## config.mk

```make
export PLATFORM = sky130hd
export DESIGN_NAME = freq_meter_ser
export DESIGN_NICKNAME = d
export VERILOG_FILES = /design/src/rtl/freq_meter_ser.sv
export SDC_FILE = /design/constraint.sdc
export NUM_CORES = 1
export LEC_CHECK = 0
export ABC_CLOCK_PERIOD_IN_PS = 16400
export CORE_MARGIN = 2
export CORE_UTILIZATION = 38
export DETAILED_ROUTE_END_ITERATION = 7
export PLACE_DENSITY_LB_ADDON = 0.15
export SYNTH_ARGS = -nofsm -noshare
export SYNTH_HDL_FRONTEND = slang
export SYNTH_SLANG_ARGS = --single-unit
```

## constraint.sdc

```tcl
create_clock -name baseClk -period 16.4 [get_ports baseClk]
set_input_delay 4.92 -clock baseClk [delete_from_list [all_inputs] [get_ports baseClk]]
set_output_delay 4.92 -clock baseClk [all_outputs]
set_load 0.01 [all_outputs]
```

## src/rtl/freq_meter_ser.sv

```systemverilog
// Reciprocal frequency meter: gates sigClk edges against baseClk cycles and streams both counts as a byte frame.
// Define FREQ_FRAME_HDR_EN to wrap the payload in a 0xA5 header and an XOR checksum byte.
module freq_meter_ser #(
  parameter int CNT_W       = 32,
  parameter int GATE_CYCLES = 50000000,
  parameter int SYNC_STAGES = 2
) (
  input  logic       baseClk,
  input  logic       hard_Clr,
  input  logic       enable,
  input  logic       sigClk,
  output logic [7:0] data,
  output logic       sendEnable,
  input  logic       sendBusy,
  output logic [1:0] Status
);

  localparam int NPAY = 2 * CNT_W / 8;
`ifdef FREQ_FRAME_HDR_EN
  localparam int NFRAME = NPAY + 2;
`else
  localparam int NFRAME = NPAY;
`endif
  localparam int TMO_W = $clog2(GATE_CYCLES + 1);
  localparam int IDX_W = $clog2(NFRAME + 1);
  localparam logic [CNT_W-1:0] CNT_MAX = '1;
  localparam logic [63:0] GATE_L = 64'(GATE_CYCLES);

  typedef enum logic [2:0] {
    S_IDLE, S_ARM, S_GATE, S_LATCH, S_STB, S_HI, S_LO
  } state_t;

  state_t               state_q, state_d;
  logic [SYNC_STAGES-1:0] sync_q;
  logic                 prev_q;
  logic                 se;
  logic [TMO_W-1:0]     tmo_cnt;
  logic [CNT_W-1:0]     base_cnt, sig_cnt;
  logic [CNT_W-1:0]     base_inc, sig_inc;
  logic [2*CNT_W-1:0]   shreg;
  logic [IDX_W-1:0]     byte_idx;
  logic [7:0]           csum_q;
  logic [7:0]           cur_byte;
  logic                 payload_byte;
  logic                 err_q;
  logic                 tmo_done, base_at_max, gate_close, last_byte;

  // NOTE: sequential state uses non-blocking assignments so every flop samples pre-edge values.
  always_ff @(posedge baseClk or posedge hard_Clr) begin
    if (hard_Clr) begin
      sync_q <= '0;
      prev_q <= 1'b0;
    end else begin
      sync_q <= {sync_q[SYNC_STAGES-2:0], sigClk};
      prev_q <= sync_q[SYNC_STAGES-1];
    end
  end

  assign se          = sync_q[SYNC_STAGES-1] & ~prev_q;
  assign tmo_done    = (tmo_cnt == TMO_W'(GATE_CYCLES - 1));
  assign base_inc    = base_cnt + 1'b1;
  assign sig_inc     = sig_cnt + 1'b1;
  assign base_at_max = (base_inc == CNT_MAX);
  // Gate closes on an edge once the post-increment cycle count reaches the preset.
  assign gate_close  = se && (64'(base_inc) >= GATE_L);
  assign last_byte   = (byte_idx == IDX_W'(NFRAME));

  always_ff @(posedge baseClk or posedge hard_Clr) begin
    if (hard_Clr) state_q <= S_IDLE;
    else          state_q <= state_d;
  end

  // NOTE: every always_comb output gets a default first so no path can infer a latch.
  always_comb begin
    state_d = state_q;
    case (state_q)
      S_IDLE:  if (enable) state_d = S_ARM;
      S_ARM: begin
        if (!enable)       state_d = S_IDLE;
        else if (se)       state_d = S_GATE;
        else if (tmo_done) state_d = S_LATCH;
      end
      S_GATE: begin
        if (!enable)                        state_d = S_IDLE;
        else if (base_at_max || gate_close) state_d = S_LATCH;
      end
      S_LATCH: state_d = S_STB;
      S_STB:   if (!sendBusy) state_d = S_HI;
      S_HI:    if (sendBusy)  state_d = S_LO;
      S_LO: begin
        if (!sendBusy) begin
          if (!last_byte)   state_d = S_STB;
          else if (enable)  state_d = S_ARM;
          else              state_d = S_IDLE;
        end
      end
      default: state_d = S_IDLE;
    endcase
  end

  always_comb begin
    Status = 2'b00;
    case (state_q)
      S_ARM, S_GATE, S_LATCH: Status = 2'b01;
      S_STB, S_HI, S_LO:      Status = {1'b1, err_q};
      default:                Status = 2'b00;
    endcase
  end

  always_comb begin
`ifdef FREQ_FRAME_HDR_EN
    payload_byte = (byte_idx != '0) && (byte_idx != IDX_W'(NFRAME - 1));
    if (byte_idx == '0)                     cur_byte = 8'hA5;
    else if (byte_idx == IDX_W'(NFRAME - 1)) cur_byte = csum_q;
    else                                    cur_byte = shreg[2*CNT_W-1 -: 8];
`else
    payload_byte = 1'b1;
    cur_byte     = shreg[2*CNT_W-1 -: 8];
`endif
  end

  // NOTE: the frame shift register is reset with the rest so a frame can never start from stale counts.
  always_ff @(posedge baseClk or posedge hard_Clr) begin
    if (hard_Clr) begin
      tmo_cnt    <= '0;
      base_cnt   <= '0;
      sig_cnt    <= '0;
      shreg      <= '0;
      byte_idx   <= '0;
      csum_q     <= '0;
      err_q      <= 1'b0;
      data       <= '0;
      sendEnable <= 1'b0;
    end else begin
      sendEnable <= 1'b0;
      case (state_q)
        S_ARM: begin
          tmo_cnt <= tmo_cnt + 1'b1;
          if (se) begin
            base_cnt <= '0;
            sig_cnt  <= '0;
          end else if (tmo_done) begin
            base_cnt <= '0;
            sig_cnt  <= '0;
            err_q    <= 1'b1;
          end
        end
        S_GATE: begin
          base_cnt <= base_inc;
          if (base_at_max) err_q <= 1'b1;
          if (se && (sig_cnt != CNT_MAX)) begin
            sig_cnt <= sig_inc;
            if (sig_inc == CNT_MAX) err_q <= 1'b1;
          end
        end
        S_LATCH: begin
          shreg    <= {sig_cnt, base_cnt};
          byte_idx <= '0;
          csum_q   <= '0;
        end
        S_STB: begin
          if (!sendBusy) begin
            sendEnable <= 1'b1;
            data       <= cur_byte;
            byte_idx   <= byte_idx + 1'b1;
            if (payload_byte) begin
              shreg  <= {shreg[2*CNT_W-9:0], 8'h00};
              csum_q <= csum_q ^ cur_byte;
            end
          end
        end
        default: ;
      endcase
      // A fresh measurement starts with a clear error flag and timeout.
      if ((state_d == S_ARM) && (state_q != S_ARM)) begin
        err_q   <= 1'b0;
        tmo_cnt <= '0;
      end
    end
  end

endmodule
```

==> metrics, run 1 <==
Slew HR 16.1%; Netlist cell types 74; FMAX 0.137 GHz; min-delay src sync_q[0]$_DFF_PP0_; Die ar. 26400 um^2; synthesized area 9530 um^2; drt pass-1 iters 5; area grow syn2layout 9.52%; Hold Path Class reg -> reg; crit path kind reg -> out; crit path buf inv count 2; asr flop ratio synth 100%; Num CTS Buffers 17; GRT Overall Usage between 10% and 20%; combinational family with the most area after synthesis simple AND/OR/NAND/NOR gates; I/O pins 16; pin count of the biggest net entering global routing 113; nature of the critical path endpoint primary output; vias in the first global route approximately 7400; Critical Path Max Stage Delay about 610 ps; Avg Synthesized Cell Area 8.97 um^2; final wirelength around 24 mm; DRT antenna net count 0; post-synth top area share about 46%; Synth area leader dfrtp_1; CP arrival 2390 ps; PwrDens 112 nW/um^2; commonest non-fill, non-tap cell in the layout dfrtp_1; status finished clean; Syn Nets 1074; Synth Register Bits 174; multiplexer area fraction after synthesis 7.17%; Final GP Congestion about 0.84; Die Ht 162 um; switching part of the total 33.5%; Worst-path clk slew 70 ps; crit path max fanout 12; top library cells by usage in the layout, fill and taps aside 174 x dfrtp_1, 165 x o21ai_0, 156 x nand2_1; worst slew pin tran 1250 ps; Leak just over 4 nW; worst r2r src sig_cnt[1]$_DFFE_PP0P_; I/O Buffers 15; global-route wire length before repair 40.8 mm; Sink Count 174; adder-cell share of the synthesized area less than 1%; CP required ~11000 ps; worst hold stages 0; area share of and/or/nand/nor cells after synthesis 22.4%; Place WS 8750 ps; chip width 162 um; Post-CTS Hold Buffers 0; cells after synthesis 1062; Worst Hold End sync_q[1]$_DFF_PP0_; Initial Util 38.9%; Setup TNS 0 ps; drt drc 0; Inserted Diodes 0; switching power total 0.392 mW; CTS Root Cell clkbuf_16; critical path launch point type register; routed vias approximately 7600; Worst Skew 15.5 ps; final period utilization between 40 and 50%; final hold vios 0; Clock power frac 35.7%; Logic pwr share 22.1%; final setup violation count 0; placed cell count 1333; nets@finish 1040; layout cells sized above 1 6.53%; CTS tree done; sequential area share after synthesis a little under half; xor/xnor share of the synthesized area 2.76%; Sequential Power Share around 42%; CTS Buffer Depth 2; initial antenna violation count 0; RSZ-0062 raised after global routing false; CP max stage cell clkdlybuf4s50_1; EDFF count, synth 0; reg-to-reg endpoint err_q$_DFFE_PP0P_; maximum vdd drop about 0.063 mV; Int Pwr 0.777 mW; Warnings, synthesis 0; Final Critical Period 7310 ps; core area 24500 um^2; row cnt 57; GRT overflow 0; most common flop cell mapped by yosys dfrtp_1; Clk Latency, worst-skew pair 430 ps; Post-CTS Setup Bufs 0; leading post-synthesis cells by cell area dfrtp_1 46%, o21ai_0 8.7%, nand2_1 6.1%, mux2i_1 6.0%, nand3_1 2.6%; crit-path leading delay family buffers and inverters; H-tree levels 4; number of gates resized after CTS 0; Synth Area in Compound Gates 17.0%; max-slew violation count 0; Non-Filler Instances 1365; drt via density 5.56; worst-path cell chain clkinv_1 -> a21oi_1 -> clkdlybuf4s50_1; initial DRC count 565; wire per inst 17.7 um; Worst Slack Setup Final between 9000 and 10000 ps; reg2reg setup slack 12720 ps; detailed placement HPWL 16.2 mm; Worst Reg2Reg Path Length in Cells 9; Max-Cap Viols 0
==> cells by family (layout without fill, tap and decap cells) <==
| kind of cell | count (synthesis) | in the layout |
|---|---|---|
| fa+ha+maj | 7 | 7 |
| flops | 174 | 174 |
| xor+xnor | 30 | 30 |
| simple gates | 413 | 413 |
| mux | 67 | 67 |
| buf+inv | 92 | 71 |
| compound gates | 279 | 279 |
==> cells in the mapped netlist (5+ instances only) <==
master,n
a21oi_1,35
o22ai_1,5
o21ai_0,165
nand3_1,49
xnor2_1,17
o211ai_1,5
dfrtp_1,174
xor2_1,13
nor2_1,61
nor3_1,16
o31ai_1,19
mux2_2,10
and4_1,12
mux2i_1,57
and3_1,23
ha_1,7
nor4_1,11
and2_1,7
clkbuf_1,48
nor2b_1,7
inv_1,13
buf_2,25
nand2_1,156
a31oi_1,16
nand2b_1,5
nand4_1,25
==> state kept, by name, indices dropped and copies added, names as in the netlist <==
signal,cells
sig_cnt,32
prev_q,1
byte_idx,4
err_q,1
sendEnable,1
shreg,64
base_cnt,32
tmo_cnt,26
data,8
sync_q,2
state_q,3
==> final cells by class <==
| cell class | count | area, um^2 |
|---|---|---|
| Clock buffer | 19 | 443 |
| Clock inverter | 13 | 150 |
| Fill cell | 2443 | 14000 |
| Inverter | 14 | 57.6 |
| Multi-Input combinational cell | 796 | 4800 |
| Sequential cell | 174 | 4350 |
| Tap cell | 324 | 405 |
| Timing Repair Buffer | 25 | 225 |
==> power groups by stage <==
stage | clock network [mW] | registers (mW) | logic [mW]
final | 0.417 | 0.494 | 0.258
after global routing | 0.445 | 0.499 | 0.286
after CTS | 0.426 | 0.494 | 0.262
after detailed placement | 0 | 0.502 | 0.261
after global placement | 0 | 0.502 | 0.260
after floorplan | 0 | 0.484 | 0.201
==> layer usage <==
layer / global-route usage, % / share of wire [%]
met1: 27.3 / 49
met2: 31.6 / 47
met3: 2.57 / 1.9
met4: 5.55 / 1.6
met5: 0 / 0
==> worst max-delay path by stage <==
stage / startpoint / endpoint / slack (ps) / cells after the start
after floorplan: hard_Clr / base_cnt[0]$_DFFE_PP0P_ / 6760 / 1
after global placement: sendBusy / tmo_cnt[22]$_DFFE_PP0P_ / 8780 / 9
after detailed placement: sendBusy / tmo_cnt[22]$_DFFE_PP0P_ / 8750 / 9
after CTS: state_q[2]$_DFF_PP0_ / Status[1] / 9050 / 3
after global routing: enable / tmo_cnt[22]$_DFFE_PP0P_ / 8890 / 9
final: state_q[2]$_DFF_PP0_ / Status[1] / 9090 / 3
==> per-stage QoR <==
stage | area [um^2] | total power [mW] | hold WS [ps] | util [%]
2_1_floorplan | 9530 | 0.685 | 331 | -
3_3_place_gp | 9840 | 0.762 | 359 | 40.2
3_5_place_dp | 9840 | 0.763 | 363 | 40.2
4_1_cts | 10400 | 1.18 | 375 | 42.7
5_1_grt | 10400 | 1.23 | 388 | 42.7
6_report | 10400 | 1.17 | 365 | 42.7
Power figures use the tool's default switching activity.
==> run 2, diff against run 1 <==
--- a/config.mk
+++ b/config.mk
@@ -5,7 +5,7 @@
 export SDC_FILE = /design/constraint.sdc
 export NUM_CORES = 1
 export LEC_CHECK = 0
-export ABC_CLOCK_PERIOD_IN_PS = 16400
+export ABC_CLOCK_PERIOD_IN_PS = 6400
 export CORE_MARGIN = 2
 export CORE_UTILIZATION = 38
 export DETAILED_ROUTE_END_ITERATION = 7
==> constraint.sdc (replaced) <==
create_clock -name baseClk -period 6.4 [get_ports baseClk]
set_input_delay 1.92 -clock baseClk [delete_from_list [all_inputs] [get_ports baseClk]]
set_output_delay 1.92 -clock baseClk [all_outputs]
set_load 0.01 [all_outputs]
==> run 2 against run 1 <==
Clock power is 140% higher. Die area stayed put. Sequential share of layout area is 0.060 points higher. Combinational power grew to 2.6 times the previous value.
==> metrics, run 2 (synthesis results as in run 1) <==
status finished clean; detailed placement HPWL 16.0 mm (-1.4%); vias in the first global route 7307 (-1.6%); Post-CTS Setup Bufs 0 (unchanged); Clock power frac 33.7% (-2.0 points); final wirelength 24.2 mm (+0.39%); CTS Buffer Depth 2 (unchanged); DRT antenna net count 0 (unchanged); initial antenna violation count 0 (unchanged); crit path kind reg -> out; max-slew violation count 0 (unchanged); global-route wire length before repair 40.3 mm (-1.3%); final setup violation count 0 (unchanged); top library cells by usage in the layout, fill and taps aside 174 x dfrtp_1, 165 x o21ai_0, 156 x nand2_1; CTS Root Cell clkbuf_16; Sequential Power Share 43.3% (+1.1 points); CTS tree done; Logic pwr share 23.0% (+0.9 points); Final GP Congestion 0.828 (-1.8%); PwrDens 281 nW/um^2 (+150%); reg2reg setup slack 2950 ps (-9770 ps); nature of the critical path endpoint primary output; maximum vdd drop 0.193 mV (+210%); Clk Latency, worst-skew pair 430 ps (about the same); Initial Util 38.9% (unchanged); max reg flops 64 (unchanged); Slew HR 29.9% (+14 points); crit path max fanout 12 (unchanged); wire per inst 17.7 um (+0.31%); nets@finish 1041 (+0.096%); pin count of the biggest net entering global routing 175 (+55%); critical path launch point type register; Int Pwr 1.92 mW (+150%); final hold vios 0 (unchanged); commonest non-fill, non-tap cell in the layout dfrtp_1; CP arrival 2360 ps (-30 ps); chip width 162 um (unchanged); number of gates resized after CTS 0 (unchanged); layout cells sized above 1 6.72% (+0.19 points); FF+latch area 4350 um^2 (unchanged); Setup TNS 0 ps (unchanged); drt via density 5.57 (+0.16%); I/O pins 16 (unchanged); RSZ-0062 raised after global routing false; Reg with most FFs shreg; CP required 4480 ps (-7000 ps); drt pass-1 iters 4 (-1); Die ar. 26400 um^2 (unchanged); Design Power 2.92 mW (+150%); Inserted Diodes 0 (unchanged); Num CTS Buffers 17 (unchanged); Leak 4.13 nW (-0.34%); footprint of the multi-input gates 4800 um^2 (unchanged); row cnt 57 (unchanged); Max-Cap Viols 0 (unchanged); Sink Count 174 (unchanged); Post-CTS Hold Buffers 0 (unchanged); worst slew pin tran 1050 ps (-197 ps); GRT overflow 0 (unchanged); core area 24500 um^2 (unchanged); I/O Buffers 15 (unchanged); initial DRC count 439 (-22%); GRT Overall Usage 19.2% (-0.20 points); routed vias 7611 (+0.24%); FILL cells 2440 (-0.12%); switching power total 1.01 mW (+160%); Hold Path Class reg -> reg; Worst Skew 10.9 ps (-4.55 ps); area grow syn2layout 9.36%; final period utilization 66.8%; H-tree levels 4 (unchanged); leading registers by flop count shreg x64, base_cnt x32, sig_cnt x32; Final Critical Period between 4000 and 5000 ps; Die Ht 162 um (unchanged); FMAX about 0.23 GHz; switching part of the total 34.4% (+0.88 points); Worst-path clk slew 70 ps (about the same); drt drc 0 (unchanged)
## run 2: cell count changes in the layout (fill, tap and decap cells not counted), sizes merged
cell | previous run | this run
buf | 10 | 11
clkbuf | 19 | 18
clkinvlp | 1 | 4
bufinv | 2 | 0
## run 2: worst max-delay path, cell delays in order (launching register included)
cell and delay [ps]:
dfrtp_1 600, clkinv_1 350, a21oi_1 380, clkdlybuf4s50_1 610
## run 2: layout make-up
class / count / area share, %
clock buffers: 18 / 4.22
clock inverters: 14 / 1.03
inverters: 14 / 0.540
multi-input cells: 796 / 46.1
flip-flops and latches: 174 / 41.8
well taps: 324 / 3.89
repair buffers: 26 / 2.47
## run 2: power groups by stage
stage	Clock [mW]	Sequential [mW]	Combinational (mW)
2_1_floorplan	0	1.24	0.515
3_3_place_gp	0	1.29	0.682
3_5_place_dp	0	1.29	0.685
4_1_cts	1.01	1.26	0.689
5_1_grt	1.06	1.28	0.749
6_report	0.985	1.27	0.673
## run 2: final timing paths
check	to	cells after the start	start
setup / recovery	Status[1]	3	state_q[2]$_DFF_PP0_
hold / removal	sync_q[1]$_DFF_PP0_	0	sync_q[0]$_DFF_PP0_
setup reg to reg	err_q$_DFFE_PP0P_	9	base_cnt[1]$_DFFE_PP0P_
hold reg to reg	sync_q[1]$_DFF_PP0_	0	sync_q[0]$_DFF_PP0_
max in group asynchronous	shreg[2]$_DFFE_PP0P_	3	hard_Clr
min in group asynchronous	sig_cnt[15]$_DFFE_PP0P_	3	hard_Clr
## run 2: routing by layer
| metal | wire [um] | vias up | part of all wire [%] | GRT usage, % |
|---|---|---|---|---|
| li1 | - | 3781 | - | - |
| met1 | 11600 | 3695 | 48 | 26.6 |
| met2 | 11500 | 114 | 47 | 31.2 |
| met3 | 647 | 21 | 2.7 | 3.11 |
| met4 | 454 | 0 | 1.9 | 5.83 |
| met5 | 0 | - | 0 | 0 |
## run 2: per-stage QoR
step | cell area, um^2 | cells | hold slack (ps) | setup WS (ps) | utilization (%)
after detailed placement | 9870 | 1334 | 338 | 1710 | 40.4
after global routing | 10400 | 1366 | 356 | 1910 | 42.6
final | 10400 | 1366 | 350 | 2120 | 42.6
after floorplan | 9530 | 1062 | 331 | 2260 | -
after CTS | 10400 | 1366 | 353 | 2110 | 42.6
after global placement | 9870 | 1334 | 337 | 1740 | 40.4
